==> src/rtl/sprite_bram_writer.sv <==
// Sprite stream to BRAM writer.
// Parses SYNC | addr[3] | len[2] | N x {H,L} | xor-checksum packets from a
// byte stream and writes 12-bit pixels into BRAM port B. Writes happen only
// when the top level grants the port (wr_allow, vertical blanking).
module sprite_bram_writer #(
  parameter int unsigned DEPTH = 76800,
  parameter logic [7:0]  SYNC  = 8'hA5
) (
  input  logic        clk,
  input  logic        rst,
  input  logic        in_valid,
  input  logic [7:0]  in_data,
  output logic        in_ready,
  input  logic        wr_allow,
  output logic        we,
  output logic [16:0] waddr,
  output logic [11:0] wdata,
  output logic        busy,
  output logic        done,
  output logic        err,
  output logic [7:0]  pkt_count
);

  typedef enum logic [2:0] {
    IDLE, HDR, PIX_H, PIX_L, WRITE, CSUM, DISCARD
  } state_t;

  state_t      state_q, state_d;
  logic [2:0]  hcnt_q, hcnt_d;    // header byte index 0..4
  logic [16:0] start_q, start_d;  // first pixel address
  logic [15:0] len_q, len_d;      // pixel count N
  logic [7:0]  h_q, h_d;          // full H byte, needed for the checksum
  logic [7:0]  gb_q, gb_d;
  logic [7:0]  csum_q, csum_d;
  logic [15:0] pix_q, pix_d;      // 0-based index of the pixel being built
  logic [16:0] dcnt_q, dcnt_d;    // bytes left to drop in DISCARD, minus one
  logic        we_q, we_d;
  logic [16:0] waddr_q, waddr_d;
  logic [11:0] wdata_q, wdata_d;
  logic        done_q, done_d;
  logic        err_q, err_d;
  logic [7:0]  pkt_q, pkt_d;

  logic        acc;
  logic [15:0] n_full;
  logic [17:0] end_addr;

  assign in_ready  = (state_q != WRITE);
  assign busy      = (state_q != IDLE);
  assign acc       = in_valid & in_ready;
  // Length as it will be once the 5th header byte lands; end checked in 18 bits
  // so a start near the top plus a large N cannot wrap and slip through.
  assign n_full    = {len_q[15:8], in_data};
  assign end_addr  = {1'b0, start_q} + {2'b00, n_full};

  assign we        = we_q;
  assign waddr     = waddr_q;
  assign wdata     = wdata_q;
  assign done      = done_q;
  assign err       = err_q;
  assign pkt_count = pkt_q;

  // Next-state and datapath update; pulses default low, everything else holds.
  always_comb begin
    state_d = state_q;
    hcnt_d  = hcnt_q;
    start_d = start_q;
    len_d   = len_q;
    h_d     = h_q;
    gb_d    = gb_q;
    csum_d  = csum_q;
    pix_d   = pix_q;
    dcnt_d  = dcnt_q;
    we_d    = 1'b0;
    waddr_d = waddr_q;
    wdata_d = wdata_q;
    done_d  = 1'b0;
    err_d   = 1'b0;
    pkt_d   = pkt_q;
    case (state_q)
      IDLE: begin
        if (acc && in_data == SYNC) begin
          state_d = HDR;
          hcnt_d  = 3'd0;
          csum_d  = 8'h00;
          pix_d   = 16'd0;
        end
      end
      HDR: begin
        if (acc) begin
          hcnt_d = hcnt_q + 3'd1;
          case (hcnt_q)
            3'd0:    start_d[16]   = in_data[0];
            3'd1:    start_d[15:8] = in_data;
            3'd2:    start_d[7:0]  = in_data;
            3'd3:    len_d[15:8]   = in_data;
            default: begin
              len_d[7:0] = in_data;
              if (end_addr > 18'(DEPTH)) begin
                state_d = DISCARD;
                dcnt_d  = {n_full, 1'b0};
              end else if (n_full == 16'd0) begin
                state_d = CSUM;
              end else begin
                state_d = PIX_H;
              end
            end
          endcase
        end
      end
      PIX_H: begin
        if (acc) begin
          h_d     = in_data;
          state_d = PIX_L;
        end
      end
      PIX_L: begin
        if (acc) begin
          gb_d    = in_data;
          csum_d  = csum_q ^ h_q ^ in_data;
          state_d = WRITE;
        end
      end
      WRITE: begin
        if (wr_allow) begin
          we_d    = 1'b1;
          waddr_d = start_q + 17'(pix_q);
          wdata_d = {h_q[3:0], gb_q};
          pix_d   = pix_q + 16'd1;
          state_d = (pix_q == len_q - 16'd1) ? CSUM : PIX_H;
        end
      end
      CSUM: begin
        if (acc) begin
          if (in_data == csum_q) begin
            done_d = 1'b1;
            pkt_d  = pkt_q + 8'd1;
          end else begin
            err_d  = 1'b1;
          end
          state_d = IDLE;
        end
      end
      DISCARD: begin
        if (acc) begin
          if (dcnt_q == 17'd0) begin
            err_d   = 1'b1;
            state_d = IDLE;
          end else begin
            dcnt_d  = dcnt_q - 17'd1;
          end
        end
      end
      default: state_d = IDLE;
    endcase
  end

  // State register.
  always_ff @(posedge clk or posedge rst) begin
    if (rst) state_q <= IDLE;
    else     state_q <= state_d;
  end

  // Datapath and output registers.
  always_ff @(posedge clk or posedge rst) begin
    if (rst) begin
      hcnt_q  <= '0;
      start_q <= '0;
      len_q   <= '0;
      h_q     <= '0;
      gb_q    <= '0;
      csum_q  <= '0;
      pix_q   <= '0;
      dcnt_q  <= '0;
      we_q    <= 1'b0;
      waddr_q <= '0;
      wdata_q <= '0;
      done_q  <= 1'b0;
      err_q   <= 1'b0;
      pkt_q   <= '0;
    end else begin
      hcnt_q  <= hcnt_d;
      start_q <= start_d;
      len_q   <= len_d;
      h_q     <= h_d;
      gb_q    <= gb_d;
      csum_q  <= csum_d;
      pix_q   <= pix_d;
      dcnt_q  <= dcnt_d;
      we_q    <= we_d;
      waddr_q <= waddr_d;
      wdata_q <= wdata_d;
      done_q  <= done_d;
      err_q   <= err_d;
      pkt_q   <= pkt_d;
    end
  end

endmodule

==> config.mk <==
export PLATFORM = sky130hd
export DESIGN_NAME = sprite_bram_writer
export DESIGN_NICKNAME = d
export VERILOG_FILES = /design/src/rtl/sprite_bram_writer.sv
export SDC_FILE = /design/constraint.sdc
export NUM_CORES = 1
export LEC_CHECK = 0
export BUFFER_PORTS_ARGS = -buffer_cell sky130_fd_sc_hd__buf_2
export CORE_ASPECT_RATIO = 1.1
export CORE_MARGIN = 2
export CORE_UTILIZATION = 40
export DETAILED_ROUTE_END_ITERATION = 8
export SYNTH_ARGS = -nofsm -noshare
export SYNTH_HDL_FRONTEND = slang
export SYNTH_SLANG_ARGS = --single-unit
==> constraint.sdc <==
create_clock -name clk -period 12.6 [get_ports clk]
set_clock_uncertainty 0.2 [all_clocks]
set_input_delay 1.89 -clock clk [delete_from_list [all_inputs] [get_ports clk]]
set_output_delay 1.89 -clock clk [all_outputs]
set_load 0.01 [all_outputs]
==> metrics.md <==
| Metric | Value |
|---|---|
| Main combinational cell family by area after synthesis | simple AND/OR/NAND/NOR gates |
| Critical Path Fanout Max | 15 |
| DR vias | slightly below 7000 |
| Kind of critical path | in2reg |
| Most frequent cell after synthesis | dfrtp_1 |
| Worst-Margin Slew | approximately 0.95 ns |
| Post-Synthesis Cell Area | about 8400 um2 |
| Final core utilization | between 40% and 50% |
| Simple-Gate Fraction of Synth Area | a little under a fifth |
| FP Rows | 55 |
| Via density per instance | roughly 5.5 |
| Num CTS Buffers | 17 |
| Sw Pwr | roughly 0.00090 W |
| H-tree depth | 4 |
| RSZ-0062 raised after global routing | no |
| Die Area | between 20000 and 25000 um2 |
| I/O Pins | 54 |
| R2R setup slack | 8.12 ns |
| Worst setup SP type | primary input |
| Pre-antenna DRT Iters | 5 |
| VDD IR max | 0.1027 mV |
| Post-CTS Setup Bufs | 0 |
| Static Leak | about 4.4 nW |
| Clk pwr share | 23.3% |
| DRT iter0 DRCs | ~450 |
| Area growth syn-to-layout | 12.76% |
| Max cap viols | 0 |
| Routability cong. | a little under 0.9 |
| YS warnings | 0 |
| Net Sw Frac | 41.46% |
| Multi-input gate area in the final layout | about 4700 um2 |
| Reg clk slew, reported paths | about 0.07 ns |
| Avg Cell Area, Syn | roughly 9.3 um2 |
| Setup_tns | 0 ns |
| Post-synth top area cell | dfrtp_1 |
| Clk sinks | about 140 |
| Most common library cells after synthesis | 136 x dfrtp_1, 110 x nand2_1, 68 x nor2_1 |
| Max-slew headroom | 36.48% |
| Final hold vios | 0 |
| PortBufs | 53 |
| Vias in the first global route | roughly 6700 |
| Post-synthesis mux area share | under 10% |
| Post-layout minimum cycle time | between 5 and 6 ns |
| P_int | between 0.001 and 0.0015 W |
| Max-slew violation count | 0 |
| Synthesis-stage register bit count | roughly 140 |
| Routed len/inst | roughly 18 um |
| Async S/R FF share, synth | 100.0% |
| First-pass GRT wire length | 35.30 mm |
| Die height | 156.4 um |
| Synth Flop Type | dfrtp_1 |
| DR DRC count | 0 |
| Inst Count DP | roughly 1200 |
| Fmax | roughly 0.18 GHz |
| Worst hold path class | reg2reg |
| Final Cycle Share | about 45% |
| Seq/Total Area, Yosys | between 40% and 50% |
| Initial antenna violation count | 0 |
| Synth Area in XOR/XNOR | 6.935% |
| Final nets | roughly 1000 |
| Arrival @ worst endpoint | approximately 5.7 ns |
| DPL Wire Length | around 15 mm |
| CORE AREA | 20640 um2 |
| Synth area leaders | dfrtp_1 40%, mux2_2 6.1%, ha_1 6.1% |
| Post-CTS sizing | 0 |
| Post-synthesis adder-cell area fraction | between 6 and 7% |
| DP Area | 8921 um2 |
| Final ANT Viol Nets | 0 |
| Layout cells sized above 1 | between 10% and 20% |
| Non-Filler Instances | between 1000 and 1500 |
| Synth Area in Compound Gates | 16.54% |
| Part of the power in registers | between 30% and 40% |
| Power per Cell Area | 227.1 nW/um2 |
| Unique cell type count in the Yosys netlist | ~80 |
| Design Area, Final | between 9000 and 10000 um2 |
| Clk_lat worst skew | between 0.4 and 0.5 ns |
| Post-synth top area share | 40.31% |
| Fill cells | about 2000 |
| Final wirelength | roughly 21 mm |
| Crit end category | register |
| Post-synth EDFFs | 0 |
| Status | complete, no violations |
| Critical path required time | approximately 13 ns |
| Total gr overflow | 0 |
| Root Buffer | clkbuf_16 |
| Total track usage | approximately a fifth |
| CTS tree | done |
| Hold_buf cts | 0 |
| Largest net degree at the start of global routing | between 70 and 80 |
| Sequential cell area | roughly 3400 um2 |
| N_diodes | 0 |
| Die Width | around 140 um |
| Combinational share of power | just over 40% |
| # setup viols final | 0 |
| Cell count after synthesis | around 910 |
| Syn_nets | around 960 |
| CTS max path bufs | 2 |
| Initial Util | between 40% and 50% |
flip-flops by register name, indices dropped and copies added, names as in the netlist:
name,cells
dcnt_q,17
start_q,17
waddr,17
len_q,16
pix_q,16
wdata,12
csum_q,8
gb_q,8
h_q,8
pkt_count,8
hcnt_q,3
state_q,3
done,1
err,1
we,1
cells in the final DEF (no fill, tap or decap), types with 8 or more instances in the layout:
| master | instances |
|---|---|
| a211oi_1 | 9 |
| a21o_1 | 10 |
| a21oi_1 | 36 |
| a31oi_1 | 12 |
| and3_1 | 15 |
| buf_2 | 53 |
| clkbuf_16 | 17 |
| dfrtp_1 | 136 |
| ha_1 | 41 |
| inv_1 | 42 |
| mux2_2 | 46 |
| nand2_1 | 109 |
| nand2b_1 | 12 |
| nand3_1 | 23 |
| nand4_1 | 12 |
| nor2_1 | 68 |
| nor3_1 | 31 |
| nor4_1 | 8 |
| o21ai_0 | 62 |
| o21ai_1 | 9 |
| o22ai_2 | 9 |
| xnor2_1 | 27 |
| xor2_1 | 38 |
power by group through the flow:
stage | logic, W | clock network (W) | registers (W)
3_3_place_gp | 0.000884 | 0 | 0.000767
2_1_floorplan | 0.000698 | 0 | 0.000727
5_1_grt | 0.00101 | 0.000531 | 0.000791
6_report | 0.000895 | 0.000503 | 0.000764
4_1_cts | 0.000898 | 0.000514 | 0.000763
3_5_place_dp | 0.000892 | 0 | 0.000770
metal layers:
layer | vias up | share of wire [%] | track usage (%)
li1 | 3337 | - | -
met1 | 3289 | 46 | 26.69
met2 | 114 | 49 | 33.77
met3 | 22 | 2.9 | 3.305
met4 | 0 | 1.8 | 7.261
met5 | - | 0 | 0
stage by stage:
step	setup WS [ns]	power (W)	hold slack (ns)
after floorplan	6.871	0.001425	0.2331
after global placement	6.590	0.001651	0.2528
after detailed placement	6.481	0.001661	0.2505
after CTS	6.942	0.002174	0.2741
after global routing	6.754	0.002333	0.2969
final	6.984	0.002162	0.2687
cell families after synthesis:
group | count (synthesis)
and+or+nand+nor | 324
AOI/OAI and AO/OA | 205
DFF | 136
buffers and inverters | 82
xor gates and xnor gates | 66
muxes | 53
adders and majority gates | 43
final cells by class:
type / instances / area share [%]
clock buffer: 17 / 4.468
timing repair buffer: 59 / 3.259
inverter: 45 / 1.827
multi-input combinational: 691 / 49.51
clock inverter: 15 / 1.827
tap: 256 / 3.364
sequential: 136 / 35.75
path summary, 6_finish.rpt:
path                             from        end  cells past startpoint
setup / recovery           in_data[6]  dcnt_q[2]                     12
hold / removal                gb_q[7]   wdata[7]                      2
setup reg to reg             len_q[8]  dcnt_q[2]                     11
hold reg to reg               gb_q[7]   wdata[7]                      2
max in group asynchronous         rst  csum_q[0]                      3
min in group asynchronous         rst       done                      2
worst max-delay path, stage by stage:
cell       delay [ns]
buf_2            0.30
ha_1             0.38
a211oi_1         0.31
o211ai_1         0.25
a211oi_2         0.35
a21oi_1          0.13
o21ba_2          0.23
a2111oi_4        0.34
a21boi_1         0.16
and4bb_4         0.49
or2_1            0.63
o221ai_1         0.23
Power figures use the tool's default switching activity.
